**src/rtl/cpu_pkg.sv**
```systemverilog
// Shared GRF write-back types: request record and the LU write-port arbiter states.
package cpu_pkg;
  localparam int REG_AW = 5;
  localparam int DATA_W = 32;

  typedef struct packed {
    logic [REG_AW-1:0] wa;
    logic [DATA_W-1:0] wd;
    logic [DATA_W-1:0] pc;
  } wb_req_t;

  typedef enum logic [1:0] {IDLE, WAIT, FORCE} arb_state_t;
endpackage

```
**src/rtl/wb_fifo.sv**
```systemverilog
// Small synchronous FIFO of write-back requests holding LU results until the GRF port is free.
module wb_fifo
  import cpu_pkg::*;
#(
  parameter int DEPTH = 2
) (
  input  logic    clk,
  input  logic    reset,
  input  logic    push,
  input  logic    pop,
  input  wb_req_t din,
  output wb_req_t head,
  output logic    full,
  output logic    empty,
  output logic    last
);
  localparam int AW = $clog2(DEPTH);
  localparam int CW = AW + 1;

  wb_req_t       mem [DEPTH];
  logic [AW-1:0] wr_ptr_q, wr_ptr_d, rd_ptr_q, rd_ptr_d;
  logic [CW-1:0] count_q, count_d;

  always_comb begin
    wr_ptr_d = wr_ptr_q;
    rd_ptr_d = rd_ptr_q;
    count_d  = count_q;
    if (push) wr_ptr_d = wr_ptr_q + AW'(1);
    if (pop)  rd_ptr_d = rd_ptr_q + AW'(1);
    case ({push, pop})
      2'b10:   count_d = count_q + CW'(1);
      2'b01:   count_d = count_q - CW'(1);
      default: count_d = count_q;
    endcase
  end

  always_ff @(posedge clk) begin
    if (reset) begin
      wr_ptr_q <= '0;
      rd_ptr_q <= '0;
      count_q  <= '0;
    end else begin
      wr_ptr_q <= wr_ptr_d;
      rd_ptr_q <= rd_ptr_d;
      count_q  <= count_d;
    end
  end

  // Storage is never reset; head is only consumed when the FIFO is non-empty.
  always_ff @(posedge clk) begin
    if (push) mem[wr_ptr_q] <= din;
  end

  assign head  = mem[rd_ptr_q];
  assign full  = (count_q == CW'(DEPTH));
  assign empty = (count_q == '0);
  assign last  = (count_q == CW'(1));
endmodule

```
**src/rtl/grf_wb_scheduler.sv**
```systemverilog
// Arbitrates the single GRF write port between the W stage and queued LU results,
// and keeps the pending-destination scoreboard that stalls issue on RAW/WAW hazards.
module grf_wb_scheduler
  import cpu_pkg::*;
#(
  parameter int DEPTH        = 2,
  parameter int STARVE_LIMIT = 4
) (
  input  logic              clk,
  input  logic              reset,
  input  logic              iss_valid,
  input  logic [REG_AW-1:0] iss_rs,
  input  logic [REG_AW-1:0] iss_rt,
  input  logic [REG_AW-1:0] iss_rd,
  input  logic              iss_long,
  output logic              iss_stall,
  input  logic              w_we,
  input  logic [REG_AW-1:0] w_wa,
  input  logic [DATA_W-1:0] w_wd,
  input  logic [DATA_W-1:0] w_pc,
  input  logic              lu_valid,
  output logic              lu_ready,
  input  logic [REG_AW-1:0] lu_wa,
  input  logic [DATA_W-1:0] lu_wd,
  input  logic [DATA_W-1:0] lu_pc,
  output logic              grf_we,
  output logic [REG_AW-1:0] grf_wa,
  output logic [DATA_W-1:0] grf_wd,
  output logic [DATA_W-1:0] grf_pc
);
  localparam int CNT_W = $clog2(STARVE_LIMIT) + 1;

  arb_state_t  state_q, state_d;
  logic [CNT_W-1:0] cnt_q, cnt_d;
  logic [31:0] busy_q, busy_d;

  wb_req_t head;
  logic fifo_full, fifo_empty, fifo_last;
  logic w_active, drain, push, empty_after, hazard, issue_set;

  wb_fifo #(.DEPTH(DEPTH)) u_fifo (
    .clk   (clk),
    .reset (reset),
    .push  (push),
    .pop   (drain),
    .din   ('{wa: lu_wa, wd: lu_wd, pc: lu_pc}),
    .head  (head),
    .full  (fifo_full),
    .empty (fifo_empty),
    .last  (fifo_last)
  );

  assign w_active    = w_we && (w_wa != '0);
  assign drain       = !reset && !w_active && !fifo_empty;
  assign lu_ready    = !reset && !fifo_full;
  // Writes to r0 are handshaken but never stored.
  assign push        = lu_valid && lu_ready && (lu_wa != '0);
  assign empty_after = fifo_last && !push;

  assign grf_we = !reset && (w_active || !fifo_empty);
  always_comb begin
    grf_wa = w_wa;
    grf_wd = w_wd;
    grf_pc = w_pc;
    if (!w_active && !fifo_empty) begin
      grf_wa = head.wa;
      grf_wd = head.wd;
      grf_pc = head.pc;
    end
  end

  // Registered busy: a register draining this cycle still stalls for one bubble.
  assign hazard    = busy_q[iss_rs] | busy_q[iss_rt] | busy_q[iss_rd];
  assign iss_stall = !reset && ((iss_valid && hazard) || (state_q == FORCE));
  assign issue_set = iss_valid && !iss_stall && iss_long && (iss_rd != '0);

  always_comb begin
    busy_d  = busy_q;
    state_d = state_q;
    cnt_d   = cnt_q;
    if (drain)     busy_d[head.wa] = 1'b0;
    if (issue_set) busy_d[iss_rd]  = 1'b1;
    busy_d[0] = 1'b0;

    unique case (state_q)
      IDLE: begin
        if (push) begin
          state_d = WAIT;
          cnt_d   = '0;
        end
      end
      WAIT: begin
        if (drain) begin
          state_d = empty_after ? IDLE : WAIT;
          cnt_d   = '0;
        end else if (w_active) begin
          if (cnt_q == CNT_W'(STARVE_LIMIT - 1)) state_d = FORCE;
          else                                   cnt_d   = cnt_q + CNT_W'(1);
        end
      end
      FORCE: begin
        if (drain) begin
          state_d = empty_after ? IDLE : WAIT;
          cnt_d   = '0;
        end
      end
      default: state_d = IDLE;
    endcase
  end

  always_ff @(posedge clk) begin
    if (reset) begin
      state_q <= IDLE;
      cnt_q   <= '0;
      busy_q  <= '0;
    end else begin
      state_q <= state_d;
      cnt_q   <= cnt_d;
      busy_q  <= busy_d;
    end
  end

  // The scoreboard must keep the W stage off registers still owed by the LU.
  a_no_w_on_busy: assert property (@(posedge clk) disable iff (reset)
    !(w_active && busy_q[w_wa]));
endmodule

```
**config.mk**
```make
export PLATFORM = sky130hd
export DESIGN_NAME = grf_wb_scheduler
export DESIGN_NICKNAME = d
export VERILOG_FILES = /design/src/rtl/cpu_pkg.sv /design/src/rtl/wb_fifo.sv /design/src/rtl/grf_wb_scheduler.sv
export SDC_FILE = /design/constraint.sdc
export NUM_CORES = 1
export LEC_CHECK = 0
export ABC_AREA = 1
export CORE_ASPECT_RATIO = 2
export CORE_MARGIN = 2
export CORE_UTILIZATION = 50
export DETAILED_ROUTE_END_ITERATION = 16
export GPL_TIMING_DRIVEN = 1
export PLACE_DENSITY = 0.81
export SYNTH_ARGS = -nofsm -noshare
export SYNTH_HDL_FRONTEND = slang
export SYNTH_SLANG_ARGS = --single-unit
```
**constraint.sdc**
```tcl
create_clock -name clk -period 10.6 [get_ports clk]
set_input_delay 1.59 -clock clk [delete_from_list [all_inputs] [get_ports clk]]
set_output_delay 1.59 -clock clk [all_outputs]
set_load 0.1 [all_outputs]
```
==> impl_metrics.csv, run 1 <==
group,metric,value,unit
synth,synthArstFlopShare,0,
worst_setup_path,required,9010,ps
power_and_ir_drop,leakage,0.00439,uW
grt,grt_pass1_wl,41200,um
placement,finalWeightedCongestion,0.933,
grt,track_usage,0.284,
cts,cts.sinks,179,
grt,grt_pass1_vias,8012,
cts,cts.reportedPaths.clkPinSlew,70,ps
power_and_ir_drop,p_int,1330,uW
worst_setup_path,end_kind,"output port",
grt,grt_overflow,0,
floorplan,core-area,0.0173,sq mm
sta,worstMarginPinSlew,1070,ps
worst_setup_path,critPathLaunch,"w_wa[3]",
synth,synth_compound_area_frac,0.104,
grt,grt_max_degree,108,
power_and_ir_drop,p_comb_frac,0.355,
power_and_ir_drop,pwr-share-seq,0.371,
routing,ant_nets,0,
cts,cts_post_setup_buffers_inserted,0,
power_and_ir_drop,p_sw_frac,0.389,
synth,synth_most_common_cell,"nand2_1",
synth,synth-seq-cells,179,
synth,yosysTopAreaCellShare,0.470,
placement,numPortBuffers,230,
synth,syn_inst,1006,
floorplan,fp.dieW,97.9,um
synth,synth_edf_count,138,
min_path,hold_start,"cnt_q[2]",
synth,synthDistinctLibCells,29,
power_and_ir_drop,vdd_ir_drop_max,0.156,mV
cts,numCtsBuffers,17,
final_layout,drive_above_1_share,0.0654,
sta,rsz0062_at_grt,"false",
routing,vias_per_cell,5.55,
sta,setup_violations,0,
sta,drv_slew,0,
synth,synth_fa_ha_area_frac,0.00852,
floorplan,initial_core_util,0.510,
run,drv_cap,0,
grt,antenna_found_initial,3,
cts,h-tree-depth,4,
outcome,status,"completed",
sta,fin_setup_tns,0,ps
cts,cts_tree,"built",
cts,post_cts_resized,0,
final_layout,nNetsFinal,1376,
min_path,min_path_type,"flop to flop",
placement,dp_slack,3410,ps
synth,synth_xor_area_frac,0.000994,
sta,period_needed,7230,ps
sta,finClkSkew,6.89,ps
synth,yosys-top-cells-count,"nand2_1 (295), edfxtp_1 (138), nor2_1 (114)",
sta,hold_viol_final,0,
worst_setup_path,crit_path_max_fanout,107,
sta,period_share,0.682,
synth,syn_nets,1171,
routing,num_vias,7987,
synth,yosysSeqAreaShare,0.563,
routing,drt_iter0_markers,420,
power_and_ir_drop,p_total,2170,uW
synth,muxShareOfSynthArea,0,
power_and_ir_drop,p_switching,845,uW
floorplan,io_pins,231,
synth,synth_top_family_by_area,"simple AND/OR/NAND/NOR gates",
synth,ys_warn_count,0,
routing,drc_errors,0,
synth,yosysTopAreaCell,"edfxtp_1",
routing,drt_first_pass_iters,5,
sta,timing.final.ws_setup,3370,ps
placement,dp_hpwl,19300,um
final_layout,nFillCells,1332,
routing,wl_per_cell,18.6,um
cts,cts_buffer_depth,2,
cts,clkLatencyLatePin,430,ps
floorplan,chipHeight,192,um
floorplan,dieArea,0.0188,sq mm
sta,maxSlewHeadroom,0.289,
synth,synthSimpleGateAreaFrac,0.258,
sta,fmax,138,MHz
final_layout,area_growth,33.3,%
power_and_ir_drop,power_density,185,mW/mm^2
synth,synth_ff_type,"edfxtp_1",
synth,synth_area_per_cell,8.76,sq um
floorplan,rows,68,
synth,syn_area,0.00881,sq mm
routing,routed_wl,26700,um
cts,cts_root_buf,"clkbuf_16",
synth,synth.top_cells.by_area,"edfxtp_1 (47%), nand2_1 (13%), dfxtp_1 (9.3%), nor2_1 (4.9%), a31oi_1 (4.5%)",
worst_setup_path,arrival,5640,ps
worst_setup_path,start_kind,"input pin",
worst_setup_path,path_class,"input pin to output port",
power_and_ir_drop,pwr-share-clk,0.275,
cts,cts_hold_buffers,0,
-- per-layer routing --
metal  vias to the layer above  global-route usage  part of all wire
met4                         0               0.127             0.034
met2                       311               0.541              0.56
li1                       3817                   -                 -
met1                      3800               0.267              0.33
met3                        59              0.0979             0.079
met5                         -                   0                 0
-- power by group through the flow --
stage / registers, uW / logic (uW) / clock network, uW
2_1_floorplan: 820 / 555 / 0
3_3_place_gp: 819 / 761 / 0
3_5_place_dp: 821 / 766 / 0
4_1_cts: 806 / 771 / 603
5_1_grt: 809 / 806 / 631
6_report: 806 / 771 / 597
-- layout by cell type, fill, tap and decap left out, types with 2 or more instances in the layout --
cell / netlist / routed
o211ai_1: 4 / 4
nand2_1: 295 / 295
nand3_1: 72 / 72
nor2_1: 114 / 111
inv_2: 11 / 11
diode_2: 0 / 4
clkbuf_16: 0 / 17
o21ai_1: 5 / 5
clkinv_1: 1 / 6
bufinv_16: 0 / 2
buf_4: 3 / 7
edfxtp_1: 138 / 138
dfxtp_1: 41 / 40
inv_1: 68 / 68
o21ai_0: 45 / 45
nand3_2: 29 / 29
or2_2: 4 / 4
a31oi_1: 64 / 64
ha_1: 6 / 6
nor2_4: 0 / 3
nor3_1: 11 / 11
clkinvlp_4: 0 / 3
a21oi_1: 41 / 41
clkbuf_1: 23 / 3
clkdlybuf4s50_1: 0 / 230
-- logic make-up (layout without fill, tap and decap cells) --
kind of cell	count (synthesis)	after routing
other	0	4
buffers and inverters	131	349
AOI/OAI and AO/OA	163	163
DFF	179	179
xor gates and xnor gates	1	1
and+or+nand+nor	526	526
adders and majority gates	6	6
-- state kept, by name (all words and copies together), names as in the netlist, named ones only --
register / count
u_fifo.count_q: 2
cnt_q: 3
u_fifo.rd_ptr_q: 1
busy_q: 31
u_fifo.mem: 138
state_q: 2
u_fifo.wr_ptr_q: 1
-- path summary, 6_finish.rpt --
path / depth (start not counted) / to / slack [ps]
max: 10 / grf_pc[28] / 3370
min: 2 / cnt_q[2] / 460
max reg2reg: 9 / busy_q[28] / 8010
min reg2reg: 2 / cnt_q[2] / 460
-- final cells by class --
| cell class | count | area, sq um | share of cell area |
|---|---|---|---|
| sequential | 179 | 4970 | 0.423 |
| multi-input combinational | 696 | 3300 | 0.281 |
| timing repair buffer | 237 | 2350 | 0.200 |
| clock buffer | 20 | 437 | 0.0372 |
| inverter | 80 | 300 | 0.0256 |
| tap | 210 | 263 | 0.0224 |
| clock inverter | 12 | 115 | 0.00980 |
| antenna | 4 | 10.0 | 0.000852 |
-- through the flow --
| step | hold slack, ps | cell area (sq um) | utilization | std cells |
|---|---|---|---|---|
| global route | 502 | 11700 | 0.680 | 1437 |
| global placement | 449 | 11200 | 0.648 | 1402 |
| CTS | 470 | 11700 | 0.680 | 1434 |
| detailed placement | 459 | 11200 | 0.648 | 1402 |
| floorplan | 436 | 8810 | - | 1006 |
| finish | 461 | 11700 | 0.680 | 1438 |
-- critical path, stage by stage --
cell	delay (ps)
clkdlybuf4s50_1	420
nor3_1	240
nand3_1	100
nand2_1	130
inv_2	60
nor2_4	500
buf_4	890
nor2_1	100
a31oi_1	320
clkdlybuf4s50_1	1210
Note: power is estimated with default switching activity, not from simulation.
==> run 2: changes to the inputs <==
- CORE_UTILIZATION: 50 -> 49
- PLACE_DENSITY: 0.81 -> 0.79
- clock period: 10.6 -> 7.3 ns (I/O delays scaled with it)
==> impl_metrics.csv, run 2 (same netlist as run 1, synthesis figures left out) <==
group,metric,value,unit
grt,grt_pass1_vias,8482,
final_layout,largest_register_ffs,138,
sta,drv_slew,0,
cts,cts_post_setup_buffers_inserted,0,
routing,drc_errors,0,
final_layout,layout_common_cells,"nand2_1 (295), clkdlybuf4s50_1 (230), edfxtp_1 (138)",
worst_setup_path,slowest_delay,980,ps
floorplan,io_pins,231,
sta,maxSlewHeadroom,0.271,
cts,cts.reportedPaths.clkPinSlew,70,ps
placement,finalWeightedCongestion,1.04,
grt,grt_overflow,0,
floorplan,core-area,0.0177,sq mm
sta,finClkSkew,9.72,ps
routing,vias_per_cell,5.58,
placement,numPortBuffers,230,
worst_setup_path,rrSetupSlack,4300,ps
floorplan,initial_core_util,0.498,
floorplan,fp.dieW,98.8,um
cts,numCtsBuffers,17,
worst_setup_path,crit_path_max_fanout,32,
power_and_ir_drop,vdd_ir_drop_max,0.302,mV
final_layout,largestRegisters,"u_fifo.mem x138, busy_q x31, cnt_q x3",
outcome,status,"completed",
worst_setup_path,r2r-end,"busy_q[13]",
worst_setup_path,crit_end,"iss_stall",
cts,cts.sinks,179,
grt,track_usage,0.291,
sta,worstMarginPinSlew,1090,ps
cts,cts_hold_buffers,0,
final_layout,final_util,0.665,
worst_setup_path,start_kind,"input pin",
cts,post_cts_resized,0,
routing,num_vias,8035,
placement,dp_hpwl,19700,um
sta,fmax,172,MHz
worst_setup_path,slowest_stage,"clkdlybuf4s50_1",
sta,period_needed,5830,ps
routing,routed_wl,27400,um
final_layout,area_growth,33.6,%
power_and_ir_drop,power_density,269,mW/mm^2
grt,grt_max_degree,120,
sta,setup_violations,0,
worst_setup_path,r2r.worst_path.cells,7,
grt,grt_pass1_wl,43300,um
floorplan,rows,69,
worst_setup_path,cpMostUsedCell,"nand2_1",
sta,period_share,0.799,
sta,rsz0062_at_grt,"false",
final_layout,final_common_cell,"nand2_1",
final_layout,drive_above_1_share,0.0718,
grt,antenna_found_initial,3,
power_and_ir_drop,leakage,0.00441,uW
worst_setup_path,end_kind,"output port",
sta,hold_viol_final,0,
cts,cts_buffer_depth,2,
worst_setup_path,critPathLaunch,"iss_rd[0]",
worst_setup_path,required,6200,ps
final_layout,nFillCells,1401,
routing,ant_nets,0,
worst_setup_path,arrival,4730,ps
cts,h-tree-depth,4,
final_layout,regMostFlops,"u_fifo.mem",
final_layout,nNetsFinal,1377,
worst_setup_path,crit_chain,"clkdlybuf4s50_1 > inv_2 > nand2_1 > nand2_1 > nand2_1 > nand2_1 > nand2_1 > nand2_1 > inv_1 > nand2_1 > nor2_1 > nand2_1 > o21bai_1 > nand2_1 > nand2_4 > inv_2 > clkdlybuf4s50_1",
cts,cts_tree,"built",
floorplan,chipHeight,194,um
worst_setup_path,path_class,"input pin to output port",
floorplan,dieArea,0.0191,sq mm
power_and_ir_drop,p_total,3160,uW
sta,fin_setup_tns,0,ps
routing,wl_per_cell,19.0,um
routing,drt_iter0_markers,418,
min_path,min_path_type,"flop to flop",
routing,drt_first_pass_iters,5,
run,drv_cap,0,
cts,clkLatencyLatePin,430,ps
cts,cts_root_buf,"clkbuf_16",
## run 2: changes by cell type in the layout (fill, tap and decap cells not counted)
cell / before / now
buf_12: 0 / 1
bufinv_16: 2 / 1
clkbuf_1: 3 / 0
clkinv_1: 6 / 2
clkinv_2: 1 / 3
clkinv_4: 1 / 4
diode_2: 4 / 3
inv_6: 0 / 2
inv_8: 0 / 1
## run 2: metal layers
layer	vias up	global-route usage	wire length, um
li1	3826	-	-
met1	3800	0.286	9010
met2	328	0.529	15000
met3	81	0.0872	2040
met4	0	0.159	1320
met5	-	0	0
## run 2: where the power goes
group	internal [uW]	total (uW)	switching, uW
combinational	283	1120	840
clock	472	870	398
sequential	1150	1170	19.4
total	1910	3160	1260
## run 2: worst min path at each step
stage	start	to	slack, ps	cells past startpoint
2_1_floorplan	cnt_q[2]	cnt_q[2]	440	2
3_3_place_gp	cnt_q[2]	cnt_q[2]	450	2
3_5_place_dp	cnt_q[1]	cnt_q[1]	460	2
4_1_cts	cnt_q[1]	cnt_q[1]	470	2
5_1_grt	cnt_q[2]	cnt_q[2]	500	2
6_report	cnt_q[2]	cnt_q[2]	470	2
## run 2: cell type report
type | count | area [sq um] | area share
sequential | 179 | 4970 | 0.422
multi-input combinational | 696 | 3300 | 0.280
timing repair buffer | 238 | 2370 | 0.202
clock buffer | 17 | 425 | 0.0361
inverter | 80 | 300 | 0.0255
tap | 213 | 267 | 0.0226
clock inverter | 15 | 135 | 0.0115
antenna | 3 | 7.51 | 0.000637
## run 2: through the flow
step	setup slack (ps)	hold slack (ps)	instance area, sq um	cells
detailed placement	1510	460	11200	1406
floorplan	996	436	8810	1006
finish	1470	468	11800	1441
CTS	1500	472	11800	1438
global placement	1490	445	11200	1406
global route	1160	503	11800	1441
## run 2: critical path: cells and delay by family
kind | cells | cell delay [ps]
compound gates | 1 | 130
buf+inv | 5 | 2340
simple gates | 11 | 1140
